[config.mk]
export PLATFORM = sky130hd
export DESIGN_NAME = weight_loader_flat
export DESIGN_NICKNAME = d
export VERILOG_FILES = /design/src/rtl/nn_pkg.sv /design/src/rtl/weight_loader_if.sv /design/src/rtl/weight_bank.sv /design/src/rtl/weight_loader.sv /design/src/flat_wrapper.sv
export SDC_FILE = /design/constraint.sdc
export NUM_CORES = 1
export LEC_CHECK = 0
export ABC_AREA = 1
export ABC_CLOCK_PERIOD_IN_PS = 1700
export BUFFER_PORTS_ARGS = -buffer_cell sky130_fd_sc_hd__buf_2
export CAP_MARGIN = 20
export CORE_MARGIN = 5
export CORE_UTILIZATION = 56
export DETAILED_ROUTE_END_ITERATION = 8
export GPL_TIMING_DRIVEN = 0
export MAX_ROUTING_LAYER = met4
export PLACE_DENSITY = 0.83
export RECOVER_POWER = 50
export SLEW_MARGIN = 20
export SYNTH_ARGS = -nofsm -noshare
export SYNTH_HDL_FRONTEND = slang
export SYNTH_HIERARCHICAL = 1
export SYNTH_SLANG_ARGS = --single-unit
[constraint.sdc]
create_clock -name clk_i -period 1.7 [get_ports clk_i]
set_input_delay 0.17 -clock clk_i [delete_from_list [all_inputs] [get_ports clk_i]]
set_output_delay 0.17 -clock clk_i [all_outputs]
set_load 0.02 [all_outputs]
[src/rtl/nn_pkg.sv]
// nn_pkg: shared constants and types for the hidden-layer datapath.
//   W_WIDTH      - weight width in bits (unsigned 1.7 fixed point)
//   W_PER_NEURON - weights per hidden neuron (one per neuron input bit)
//   NEURON_OUT_W - width of a hidden neuron's output sum
//   wl_state_t   - weight_loader FSM state encoding
package nn_pkg;

  localparam int W_WIDTH      = 8;
  localparam int W_PER_NEURON = 4;
  localparam int NEURON_OUT_W = 10;

  // WL_CHECK is only reachable when WEIGHT_LOADER_CHECKSUM_EN is defined.
  typedef enum logic [1:0] {
    WL_IDLE   = 2'd0,
    WL_LOAD   = 2'd1,
    WL_CHECK  = 2'd2,
    WL_COMMIT = 2'd3
  } wl_state_t;

endpackage

[src/rtl/weight_loader_if.sv]
// weight_loader_if: byte-wide weight stream into weight_loader.
//   start_i - one-cycle pulse that begins or restarts a load frame
//   data_i  - weight or checksum byte
//   valid_i - data_i is valid
//   ready_o - loader accepts a byte this cycle
// master: the stream source.  slave: the weight_loader.
interface weight_loader_if
  import nn_pkg::*;
();

  logic               start_i;
  logic [W_WIDTH-1:0] data_i;
  logic               valid_i;
  logic               ready_o;

  modport master (output start_i, output data_i, output valid_i, input ready_o);
  modport slave  (input start_i, input data_i, input valid_i, output ready_o);

endinterface

[src/rtl/weight_bank.sv]
// weight_bank: double-buffered weight storage.
//   clk_i, rst_i - clock and synchronous active-high reset
//   wr_en_i      - write wr_data_i into shadow[wr_idx_i]
//   wr_idx_i     - shadow write index
//   wr_data_i    - shadow write data
//   commit_i     - copy the whole shadow bank into the active bank
//   active_o     - active bank, entry k at bits [k*W_WIDTH +: W_WIDTH]
module weight_bank
  import nn_pkg::*;
#(
  parameter int DEPTH = 16,
  parameter int IDX_W = 4
) (
  input  logic                     clk_i,
  input  logic                     rst_i,
  input  logic                     wr_en_i,
  input  logic [IDX_W-1:0]         wr_idx_i,
  input  logic [W_WIDTH-1:0]       wr_data_i,
  input  logic                     commit_i,
  output logic [DEPTH*W_WIDTH-1:0] active_o
);

  logic [W_WIDTH-1:0]       shadow_q [DEPTH];
  logic [W_WIDTH-1:0]       shadow_d [DEPTH];
  logic [DEPTH*W_WIDTH-1:0] active_q;
  logic [DEPTH*W_WIDTH-1:0] active_d;

  // The active bank only ever changes as a whole, so consumers never see a
  // mix of old and new weights.
  always_comb begin
    shadow_d = shadow_q;
    active_d = active_q;
    if (wr_en_i) begin
      shadow_d[wr_idx_i] = wr_data_i;
    end
    if (commit_i) begin
      for (int k = 0; k < DEPTH; k++) begin
        active_d[k*W_WIDTH +: W_WIDTH] = shadow_q[k];
      end
    end
  end

  always_ff @(posedge clk_i) begin
    if (rst_i) begin
      for (int k = 0; k < DEPTH; k++) begin
        shadow_q[k] <= '0;
      end
      active_q <= '0;
    end else begin
      shadow_q <= shadow_d;
      active_q <= active_d;
    end
  end

  assign active_o = active_q;

endmodule

[src/rtl/weight_loader.sv]
// weight_loader: loads NUM_NEURONS*W_PER_NEURON weight bytes from a
// valid/ready stream into a shadow bank and commits them atomically to the
// active bank driven onto weights_o.
//   clk_i, rst_i    - clock and synchronous active-high reset
//   s_if            - weight stream (start_i, data_i, valid_i, ready_o)
//   weights_o       - active bank, byte k at bits [k*8 +: 8]
//   weights_valid_o - active bank holds a committed set (sticky)
//   busy_o          - a frame is in progress
//   done_o          - one-cycle pulse on a successful commit
//   err_o           - sticky checksum failure, cleared by start or reset
// Build option: WEIGHT_LOADER_CHECKSUM_EN adds a trailing checksum byte
// (sum of the weight bytes mod 256) that must match before commit.
module weight_loader
  import nn_pkg::*;
#(
  parameter int NUM_NEURONS = 4
) (
  input  logic                                      clk_i,
  input  logic                                      rst_i,
  weight_loader_if.slave                            s_if,
  output logic [NUM_NEURONS*W_PER_NEURON*W_WIDTH-1:0] weights_o,
  output logic                                      weights_valid_o,
  output logic                                      busy_o,
  output logic                                      done_o,
  output logic                                      err_o
);

  localparam int N     = NUM_NEURONS * W_PER_NEURON;
  localparam int CNT_W = $clog2(N);
  localparam logic [CNT_W-1:0] LAST = CNT_W'(N - 1);

  wl_state_t        state_q, state_d;
  logic [CNT_W-1:0] cnt_q, cnt_d;
  logic             ready_q, ready_d;
  logic             busy_q, busy_d;
  logic             done_q, done_d;
  logic             wvalid_q, wvalid_d;
  logic             accept;
  logic             shadow_we;
  logic             commit;

`ifdef WEIGHT_LOADER_CHECKSUM_EN
  logic [W_WIDTH-1:0] sum_q, sum_d;
  logic               err_q, err_d;
`endif

  // ready_q is the registered ready, so a transfer is simply valid && ready_q.
  assign accept = s_if.valid_i && ready_q;

  // Next-state logic.  A start pulse in LOAD/CHECK wins over a byte offered in
  // the same cycle: the frame restarts and that byte is not stored.  The
  // counter holds at LAST instead of wrapping.
  always_comb begin
    state_d   = state_q;
    cnt_d     = cnt_q;
    wvalid_d  = wvalid_q;
    done_d    = 1'b0;
    shadow_we = 1'b0;
    commit    = 1'b0;
`ifdef WEIGHT_LOADER_CHECKSUM_EN
    sum_d     = sum_q;
    err_d     = err_q;
`endif
    unique case (state_q)
      WL_IDLE: begin
        if (s_if.start_i) begin
          state_d = WL_LOAD;
          cnt_d   = '0;
`ifdef WEIGHT_LOADER_CHECKSUM_EN
          sum_d   = '0;
          err_d   = 1'b0;
`endif
        end
      end
      WL_LOAD: begin
        if (s_if.start_i) begin
          cnt_d = '0;
`ifdef WEIGHT_LOADER_CHECKSUM_EN
          sum_d = '0;
          err_d = 1'b0;
`endif
        end else if (accept) begin
          shadow_we = 1'b1;
`ifdef WEIGHT_LOADER_CHECKSUM_EN
          sum_d     = sum_q + s_if.data_i;
`endif
          if (cnt_q == LAST) begin
`ifdef WEIGHT_LOADER_CHECKSUM_EN
            state_d = WL_CHECK;
`else
            state_d = WL_COMMIT;
`endif
          end else begin
            cnt_d = cnt_q + 1'b1;
          end
        end
      end
`ifdef WEIGHT_LOADER_CHECKSUM_EN
      WL_CHECK: begin
        if (s_if.start_i) begin
          state_d = WL_LOAD;
          cnt_d   = '0;
          sum_d   = '0;
          err_d   = 1'b0;
        end else if (accept) begin
          if (s_if.data_i == sum_q) begin
            state_d = WL_COMMIT;
          end else begin
            err_d   = 1'b1;
            state_d = WL_IDLE;
          end
        end
      end
`endif
      WL_COMMIT: begin
        commit   = 1'b1;
        wvalid_d = 1'b1;
        done_d   = 1'b1;
        state_d  = WL_IDLE;
      end
      default: begin
        state_d = WL_IDLE;
      end
    endcase
    ready_d = (state_d == WL_LOAD) || (state_d == WL_CHECK);
    busy_d  = (state_d != WL_IDLE);
  end

  always_ff @(posedge clk_i) begin
    if (rst_i) begin
      state_q  <= WL_IDLE;
      cnt_q    <= '0;
      ready_q  <= 1'b0;
      busy_q   <= 1'b0;
      done_q   <= 1'b0;
      wvalid_q <= 1'b0;
`ifdef WEIGHT_LOADER_CHECKSUM_EN
      sum_q    <= '0;
      err_q    <= 1'b0;
`endif
    end else begin
      state_q  <= state_d;
      cnt_q    <= cnt_d;
      ready_q  <= ready_d;
      busy_q   <= busy_d;
      done_q   <= done_d;
      wvalid_q <= wvalid_d;
`ifdef WEIGHT_LOADER_CHECKSUM_EN
      sum_q    <= sum_d;
      err_q    <= err_d;
`endif
    end
  end

  weight_bank #(
    .DEPTH (N),
    .IDX_W (CNT_W)
  ) u_bank (
    .clk_i     (clk_i),
    .rst_i     (rst_i),
    .wr_en_i   (shadow_we),
    .wr_idx_i  (cnt_q),
    .wr_data_i (s_if.data_i),
    .commit_i  (commit),
    .active_o  (weights_o)
  );

  assign s_if.ready_o    = ready_q;
  assign weights_valid_o = wvalid_q;
  assign busy_o          = busy_q;
  assign done_o          = done_q;
`ifdef WEIGHT_LOADER_CHECKSUM_EN
  assign err_o = err_q;
`else
  assign err_o = 1'b0;
`endif

endmodule

[src/flat_wrapper.sv]
// flat-port wrapper written by rule: the top's interface ports become plain ports
module weight_loader_flat import nn_pkg::*;
#(
  parameter int NUM_NEURONS = 4
)
  (clk_i, rst_i, weights_o, weights_valid_o, busy_o, done_o, err_o, s_if_start_i, s_if_data_i, s_if_valid_i, s_if_ready_o);
  weight_loader_if s_if_i ();
  input  logic clk_i;
  input  logic rst_i;
  output logic [NUM_NEURONS*W_PER_NEURON*W_WIDTH-1:0] weights_o;
  output logic weights_valid_o;
  output logic busy_o;
  output logic done_o;
  output logic err_o;
  input wire logic [$bits(s_if_i.start_i)-1:0] s_if_start_i;
  input wire logic [$bits(s_if_i.data_i)-1:0] s_if_data_i;
  input wire logic [$bits(s_if_i.valid_i)-1:0] s_if_valid_i;
  output wire logic [$bits(s_if_i.ready_o)-1:0] s_if_ready_o;
  assign s_if_i.start_i = s_if_start_i;
  assign s_if_i.data_i = s_if_data_i;
  assign s_if_i.valid_i = s_if_valid_i;
  assign s_if_ready_o = s_if_i.ready_o;
  weight_loader #(.NUM_NEURONS(NUM_NEURONS)) u_core (.clk_i(clk_i), .rst_i(rst_i), .s_if(s_if_i), .weights_o(weights_o), .weights_valid_o(weights_valid_o), .busy_o(busy_o), .done_o(done_o), .err_o(err_o));
endmodule
Word-level counts from Yosys, hierarchy flattened --
Index checks and enable logic that the tools add are counted.
Operators by class: equality and inequality tests 8, bitwise operators 1, order comparisons 2, reduce and logical (&&, ||, !) cells 7, mux-type cells 17, add/subtract/negate cells 1
Operators with widths (count):
- bitwise mux 128 bit | 1
- demux 8 bit (select 4 bit) | 1
- two-way mux 4 bit | 4
- two-way mux 2 bit | 4
- two-way mux 8 bit | 1
- case mux 4 bit (2 select lines) | 1
- greater-or-equal comparator 5 bit (second input constant) | 1
- < comparator 5 x 1 -> 1 bit (second input constant) | 1
- inverter 4 -> 5 bit | 1
- adder 4 x 1 -> 4 bit (second input constant) | 1
- equality test 2 x 1 -> 1 bit (second input constant) | 2
- equality test 2 bit (second input constant) | 2
- equality test 4 bit (second input constant) | 1
- two-way mux 1 bit | 4
- case mux 2 bit (2 select lines) | 1
- AND reduction 4 bit | 1
- nonzero test 2 bit | 2
- != test 3 x 2 -> 1 bit (second input constant) | 1
- != test 3 bit (second input constant) | 1
- logical AND 1 bit | 2
- zero test 2 bit | 1
- != test 2 bit (second input constant) | 1
- logical OR 1 bit | 1
Word-level totals: output and inout bits 133, bits of input ports 12, bits in registers 266

Logic depth before layout (Yosys ltp) --
Gate-level depths: netlist of run 1.
depth in word-level cells 7, gate-level depth with buffers 10, gate-level depth less buffers 9

Modules after synthesis --
Netlist of run 1, hierarchy kept.
Modules (own cells, without submodules):
- weight_bank | area an instance 9282.7 µm², times used 1, cells each 1276
- weight_loader | area an instance 489.2 µm², times used 1, cells each 65

Worst setup path after synthesis of run 1 --
OpenSTA, ideal clock, no wires.
path kind reg-to-reg, start point reg u_core.ready_q (netlist: u_core/s_if.ready_o), end point reg u_core/u_bank/shadow_q[101] (netlist name), path slack 0.041 ns, library setup time 0.113 ns, data arrival time 1.546 ns, stages on the path, launching flop included 11, period minus slack after synthesis 1.659 ns, path through dfxtp_1 > nand2_1 > inv_1 > nand2_1 > nor2_2 > nand3_1 > nor2_1 > buf_4 > nand2_1 > nand2_1 > nor2_1
On the way: longest elaborated chain between the ends 4
RTL lines:
- from (decl) | line weight_loader.sv:34 | logic ready_q, ready_d;
- from (signal assigned) | line weight_loader.sv:144 | ready_q <= ready_d;
- logical AND 1 bit | line weight_loader.sv:48 | assign accept = s_if.valid_i && ready_q;
- two-way mux 1 bit | line weight_loader.sv:82 | end else if (accept) begin
- two-way mux 1 bit | line weight_loader.sv:76 | if (s_if.start_i) begin
- two-way mux 1 bit | line weight_loader.sv:64 | unique case (state_q)
- named net u_core.shadow_we | line weight_loader.sv:39 | logic shadow_we;
- to (signal assigned) | line weight_bank.sv:50 | shadow_q <= shadow_d;
- to (decl) | line weight_bank.sv:23 | logic [W_WIDTH-1:0] shadow_q [DEPTH];
The timed path passes the listed nets, and every way through them passes these cells. A chain may end at the register's enable or synchronous reset.

Worst setup path in the final report of run 1 --
start point in s_if_data_i[2], end point reg u_core/u_bank/shadow_q[34] (netlist name)
On the way: longest elaborated chain between the ends 1
RTL lines:
- from (decl) | line flat_wrapper.sv:16 | input wire logic [$bits(s_if_i.data_i)-1:0] s_if_data_i;
- bitwise mux 128 bit | line weight_bank.sv:34 | shadow_d[wr_idx_i] = wr_data_i;
No other way between the ends.

==> results of run 1 <==
==> Yosys cell counts <==
cell      number
nand3_2        1
nand2_4        1
nand3_1        6
a21oi_2        2
ha_1           2
buf_1         20
nand3_4        2
o21ai_2        1
a21oi_1       19
nor2_1       507
nor3_1         1
conb_1         1
o21ai_0      128
clkbuf_1      35
nor2_2         3
nand2_1      256
buf_4         17
dfxtp_1      266
inv_1         38
inv_2          2
nor2_4         1
nand4_1       17
buf_2         11
nand2_2        4
==> power by group <==
group,switching (mW),leakage (nW),internal (mW)
Clock,2.30,0.400,3.26
Combinational,0.300,3.49,0.113
Sequential,0.00716,2.14,6.24
==> through the flow <==
stage	instances	utilization	setup slack [ns]	hold WS [ns]	total power, mW
after detailed placement	1709	0.625	-0.328	0.442	6.74
after floorplan	1341	-	0.0412	0.305	6.61
after global routing	1794	0.713	-0.0391	0.0542	12.6
final	1794	0.713	-0.0277	0.0566	12.2
after global placement	1709	0.625	-0.295	0.438	6.74
after CTS	1781	0.698	0.00400	0.0440	12.3
==> cell type report <==
cell class              count  area share
flip-flops and latches    266       0.434
multi-input cells         952       0.337
repair buffers            185      0.0888
clock buffers              40      0.0630
plain buffers              82      0.0389
well taps                 225      0.0229
inverters                  40      0.0122
clock inverters             4     0.00387
==> metal layers <==
layer | up-vias | share of wire | wire, um | global-route usage
met4 | 0 | 0.039 | 1070 | 0.101
met1 | 4179 | 0.40 | 11000 | 0.332
li1 | 4567 | - | - | -
met3 | 97 | 0.086 | 2340 | 0.0376
met2 | 401 | 0.47 | 12900 | 0.425
met5 | - | 0 | 0 | -
==> critical path, stage by stage <==
cell           delay (ns)
dlygate4sd3_1        0.55
buf_2                0.15
inv_1                0.21
buf_1                0.75
nand2_1              0.16
nand2_2              0.10
nor2_1               0.05
==> cells by family (layout without fill, tap and decap cells) <==
family,count (synthesis),after routing
buf+inv,123,351
other cells,1,1
flops,266,266
fa+ha+maj,2,2
compound gates,150,150
simple gates,799,799
==> placed cells by master, fill, tap and decap left out, types with 2 or more instances in the layout <==
cell type	count
nor2_1	490
dfxtp_1	261
nand2_1	233
buf_2	153
o21ai_0	128
clkbuf_1	39
inv_1	36
clkbuf_16	28
nand2_2	25
buf_4	24
a21oi_1	19
buf_6	18
nor2_4	17
nand4_1	17
buf_1	16
dlygate4sd3_1	8
clkbuf_4	6
clkbuf_2	6
clkbuf_8	5
dfxtp_2	5
nand3_4	5
inv_2	4
nor2_2	4
nand2_4	3
clkinv_2	2
nand3_2	2
nand3_1	2
a21oi_2	2
ha_1	2
buf_12	2
==> sequential cells by signal, summed over array words and instances (netlist names) <==
name                    cells
u_core/busy_o               1
u_core/cnt_q                4
u_core/done_o               1
u_core/s_if.ready_o         1
u_core/state_q              2
u_core/u_bank/active_o    128
u_core/u_bank/shadow_q    128
u_core/weights_valid_o      1
==> what timing repair did <==
action                     CTS  global route
pin swaps                   15            24
hold buffers                 8             0
setup buffers               17             9
gates cloned                 4             4
gates resized for setup     56            61
setup endpoints to repair  240           210
hold endpoints to repair    16             0
==> path summary, 6_finish.rpt <==
check / to / cells after the start / start / slack [ns]
setup / recovery: u_core/u_bank/shadow_q[34] / 7 / s_if_data_i[2] / -0.03
hold / removal: u_core/cnt_q[0] / 4 / s_if_start_i / 0.06
setup reg to reg: u_core/u_bank/active_o[90] / 9 / u_core/state_q[0] / 0.04
hold reg to reg: u_core/u_bank/active_o[4] / 2 / u_core/u_bank/shadow_q[124] / 0.45
==> metrics.cfg, run 1 <==
[layout]
syn2layout_area_growth_pct=25.8
seq_area_mm2=0.00533
multiInputGateArea_mm2=0.00414
fillers=1324
fin_area_mm2=0.0123
layout.nets=1567
num_antenna_cells=0
drive_above_1_share=0.201

[synth]
synth_compound_area_frac=0.0780
yosysTopAreaCellShare=0.545
netlist_area_mm2=0.00977
synth_area_leaders=dfxtp_1, nor2_1, nand2_1
ys_ff_latch=266
ys_seq_area_frac=0.545
yosysTopAreaCell=dfxtp_1
synthCells=1341
avgSynthCellArea_um2=7.29
synth-simple-area-share=0.319
yosys.area_share.xor_xnor=0
synth_top_family_by_area=simple AND/OR/NAND/NOR gates
synth_fa_ha_area_frac=0.00256
yosysWarnings=6
yosysUniqueCellTypes=24
synth_nets=1355
yosys-mux-area-fraction=0

[grt]
antenna_found_initial=0
overflow=0
grt_pass1_vias=8733
grt_max_degree=20
grt_pass1_wl_um=42200
grtUsageTotal=0.262

[sta]
final-setup-viol-count=1
rsz0062_at_grt=yes
max_slew_margin=0.366
min_period_ns=1.73
setup-tns-final_ns=-0.0277
max_freq_mhz=579
setup_slack_ns=-0.0277
worstMarginPinSlew_ns=0.951
hold_violations=0
drv_slew=0
finalClockSkew_ns=0.0143
post-route-period-util=1.02

[worst_setup_path]
arrival_ns=2.14
critical_path_class=primary input to flop
crit_fanout=10
startpoint_type=primary input
critPathCaptureType=flop
cp.required_ns=2.12

[cts]
ctsRootBufferMaster=clkbuf_16
clockBufferDepth=3
cts_tree=yes
clkSinkCount=266
cts_buffers=26
clkSlewWorstSetupHoldPaths_ns=0.06
htreeDepth=1
clock_latency_ns=0.52

[route]
wl_um=27300
firstDrtPassIters=6
route.vias.total=9244
vias_per_cell=5.15
postRouteAntennaNets=0
wl_per_cell_um=15.2
drt_iter0_drc=959
drc_errors=0

[place]
port-buffer-count=143
place_hpwl_um=16900
place_congestion=0.934
dpl_cell_area_mm2=0.0108

[floorplan]
num_rows=48
die_w_um=142
io_pins=145
initial_core_util=0.567
die_area_mm2=0.0202
coreArea_mm2=0.0172
dieHeight_um=142

[pwr]
p_leak_nw=6.04
peakVddDrop_mv=0.833
powerDensity_mw_per_mm2=994

[status]
failed_checks=negative setup slack
status=complete, but fails checks

[min_path]
hold_path.class=primary input to flop

[flow_run]
drv_cap=0

(Power assumes the default switching activity.)
==> inputs of run 2 (changes only) <==
--- a/config.mk
+++ b/config.mk
@@ -12,7 +12,6 @@
 export CORE_MARGIN = 5
 export CORE_UTILIZATION = 56
 export DETAILED_ROUTE_END_ITERATION = 8
-export GPL_TIMING_DRIVEN = 0
 export MAX_ROUTING_LAYER = met4
 export PLACE_DENSITY = 0.83
 export RECOVER_POWER = 50
==> run 2 against run 1 <==
Effect of this change: the run now ends clean; hold slack worse by 0.0054 ns; first-iteration DRC count down 2.8%; register-to-register slack better by 0.05 ns; fmax up 7.0%; global-route usage down 2.2 points; setup slack better by 0.11 ns; critical path depth up 3; clock skew down 0.0019 ns; non-clock buffer count down 73; cell count down 4.1%; die area unchanged; count of clock-buffer cells in the layout down 3; highest routed layer unchanged.
==> metrics.cfg, run 2 (synthesized netlist as in run 1, its figures left out) <==
[layout]
final_cell_mix=nor2_1, dfxtp_1, nand2_1
num_antenna_cells=0  ; unchanged
final_common_cell=nor2_1
drive_above_1_share=0.0803  ; -0.120
layout.nets=1494  ; -4.7%
syn2layout_area_growth_pct=18.8
stdcell_count=1720  ; -4.1%

[grt]
antenna_found_initial=0  ; unchanged
overflow=0  ; unchanged
grt_max_degree=86  ; +330%
grt_pass1_vias=8048  ; -7.8%
grtUsageTotal=0.240  ; -0.0219
grt_pass1_wl_um=39100  ; -7.4%

[min_path]
hold_path_end=u_core/cnt_q[1]
whs_path_depth=3  ; -1
min_from=rst_i
hold_path.class=primary input to flop

[cts]
htreeDepth=1  ; unchanged
clkSlewWorstSetupHoldPaths_ns=0.06  ; about the same
cts_buffers=26  ; unchanged
clock_latency_ns=0.52  ; about the same
ctsRootBufferMaster=clkbuf_16
clockBufferDepth=3  ; unchanged
cts_tree=yes
clkSinkCount=266  ; unchanged

[floorplan]
die_area_mm2=0.0202  ; unchanged
initial_core_util=0.567  ; unchanged
num_rows=48  ; unchanged
dieHeight_um=142  ; unchanged
io_pins=145  ; unchanged
coreArea_mm2=0.0172  ; unchanged
die_w_um=142  ; unchanged

[flow_run]
drv_cap=0  ; unchanged

[worst_setup_path]
arrival_ns=2.02  ; -0.12 ns
rrSetupSlack_ns=0.09  ; +0.05 ns
crit_fanout=16  ; +6
startpoint_type=flop
rr_worst_depth=10  ; +1
cp.required_ns=2.11  ; about the same
critical_path_class=flop to flop
reg2reg_from=u_core/state_q[0]
critPathCaptureType=flop
r2r-end=u_core/u_bank/shadow_q[73]
critPathLaunch=u_core/state_q[0]

[sta]
hold_violations=0  ; unchanged
worstMarginPinSlew_ns=0.573  ; -0.378 ns
rsz0062_at_grt=yes
final-setup-viol-count=0  ; -1
post-route-period-util=0.950  ; -0.0664
finalClockSkew_ns=0.0124  ; -0.00190 ns
max_freq_mhz=619  ; +7.0%
max_slew_margin=0.618  ; +0.252
drv_slew=0  ; unchanged
min_period_ns=1.61  ; -0.113 ns

[status]
status=finished clean

[route]
route.vias.total=8728  ; -5.6%
wl_per_cell_um=13.9  ; -8.3%
postRouteAntennaNets=0  ; unchanged
vias_per_cell=5.07  ; -1.5%
drt_iter0_drc=932  ; -2.8%
wl_um=24000  ; -12%
firstDrtPassIters=7  ; +1
drc_errors=0  ; unchanged

[place]
port-buffer-count=143  ; unchanged
dp_cells=1669  ; -2.3%
place_congestion=0.873  ; -6.6%
place_hpwl_um=15300  ; -9.1%

[pwr]
finalPower_mw=12.2  ; about the same
peakVddDrop_mv=0.781  ; -6.2%
p_leak_nw=5.25  ; -13%
powerDensity_mw_per_mm2=1050  ; +5.9%

[run 2: changes by cell type in the layout (fill, tap and decap cells not counted), moves of 5 or more]
cell | before | now
clkbuf_1 | 39 | 138
buf_2 | 153 | 12
nand2_2 | 25 | 3
nand2_1 | 233 | 257
clkbuf_4 | 6 | 0
clkbuf_2 | 6 | 0
buf_1 | 16 | 0
nor2_1 | 490 | 501
buf_6 | 18 | 13
nor2_4 | 17 | 2
[run 2: cell type report]
| class | count | area, um2 |
|---|---|---|
| clock buffer | 37 | 743 |
| multi-input combinational | 952 | 3940 |
| inverter | 40 | 160 |
| fill | 1445 | 5630 |
| timing repair buffer | 194 | 1080 |
| sequential | 266 | 5330 |
| tap | 225 | 282 |
| clock inverter | 6 | 80.1 |
[run 2: critical path, stage by stage (launching register included)]
cell and delay [ns]:
dfxtp_2 0.35, inv_2 0.04, nor2_2 0.09, nand2_1 0.09, nor2_4 0.18, nand3_2 0.19
nor2_1 0.19, buf_6 0.18, nand2_1 0.07, nand2_1 0.08, nor2_1 0.04
[run 2: routing by layer]
layer,wire length [um],vias up,global-route usage
li1,-,4423,-
met1,10600,4008,0.314
met2,11300,247,0.390
met3,1570,50,0.0353
met4,499,0,0.0667
met5,0,-,-
[run 2: repair_timing]
item	CTS	global route
hold endpoints to repair	16	0
setup endpoints to repair	9	113
setup buffers	0	0
gates resized for setup	1	23
hold buffers	8	0
[run 2: where the power goes]
group,internal (mW),switching (mW)
clock,3.31,2.26
sequential,6.24,0.00741
combinational,0.122,0.267
total,9.68,2.54
[run 2: how the worst max path moves through the flow]
stage | end | slack, ns | depth (start not counted)
floorplan | u_core/u_bank/shadow_q[101] | 0.04 | 10
CTS | u_core/u_bank/shadow_q[118] | -0.008 | 10
global placement | u_core/u_bank/shadow_q[19] | 0.07 | 10
finish | u_core/u_bank/shadow_q[73] | 0.09 | 10
global route | u_core/u_bank/shadow_q[79] | -0.09 | 10
detailed placement | u_core/u_bank/shadow_q[43] | -0.009 | 10
[run 2: per-stage QoR]
step | hold slack [ns] | setup WS, ns | utilization | area, um2 | TNS [ns]
6_report | 0.0512 | 0.0853 | 0.674 | 11600 | 0
5_1_grt | 0.0579 | -0.0876 | 0.674 | 11600 | -2.18
4_1_cts | 0.0189 | -0.00758 | 0.679 | 11700 | -0.0138
3_5_place_dp | 0.433 | -0.00899 | 0.626 | 10800 | -0.0129
3_3_place_gp | 0.432 | 0.0716 | 0.626 | 10800 | 0
2_1_floorplan | 0.305 | 0.0412 | - | 9770 | 0
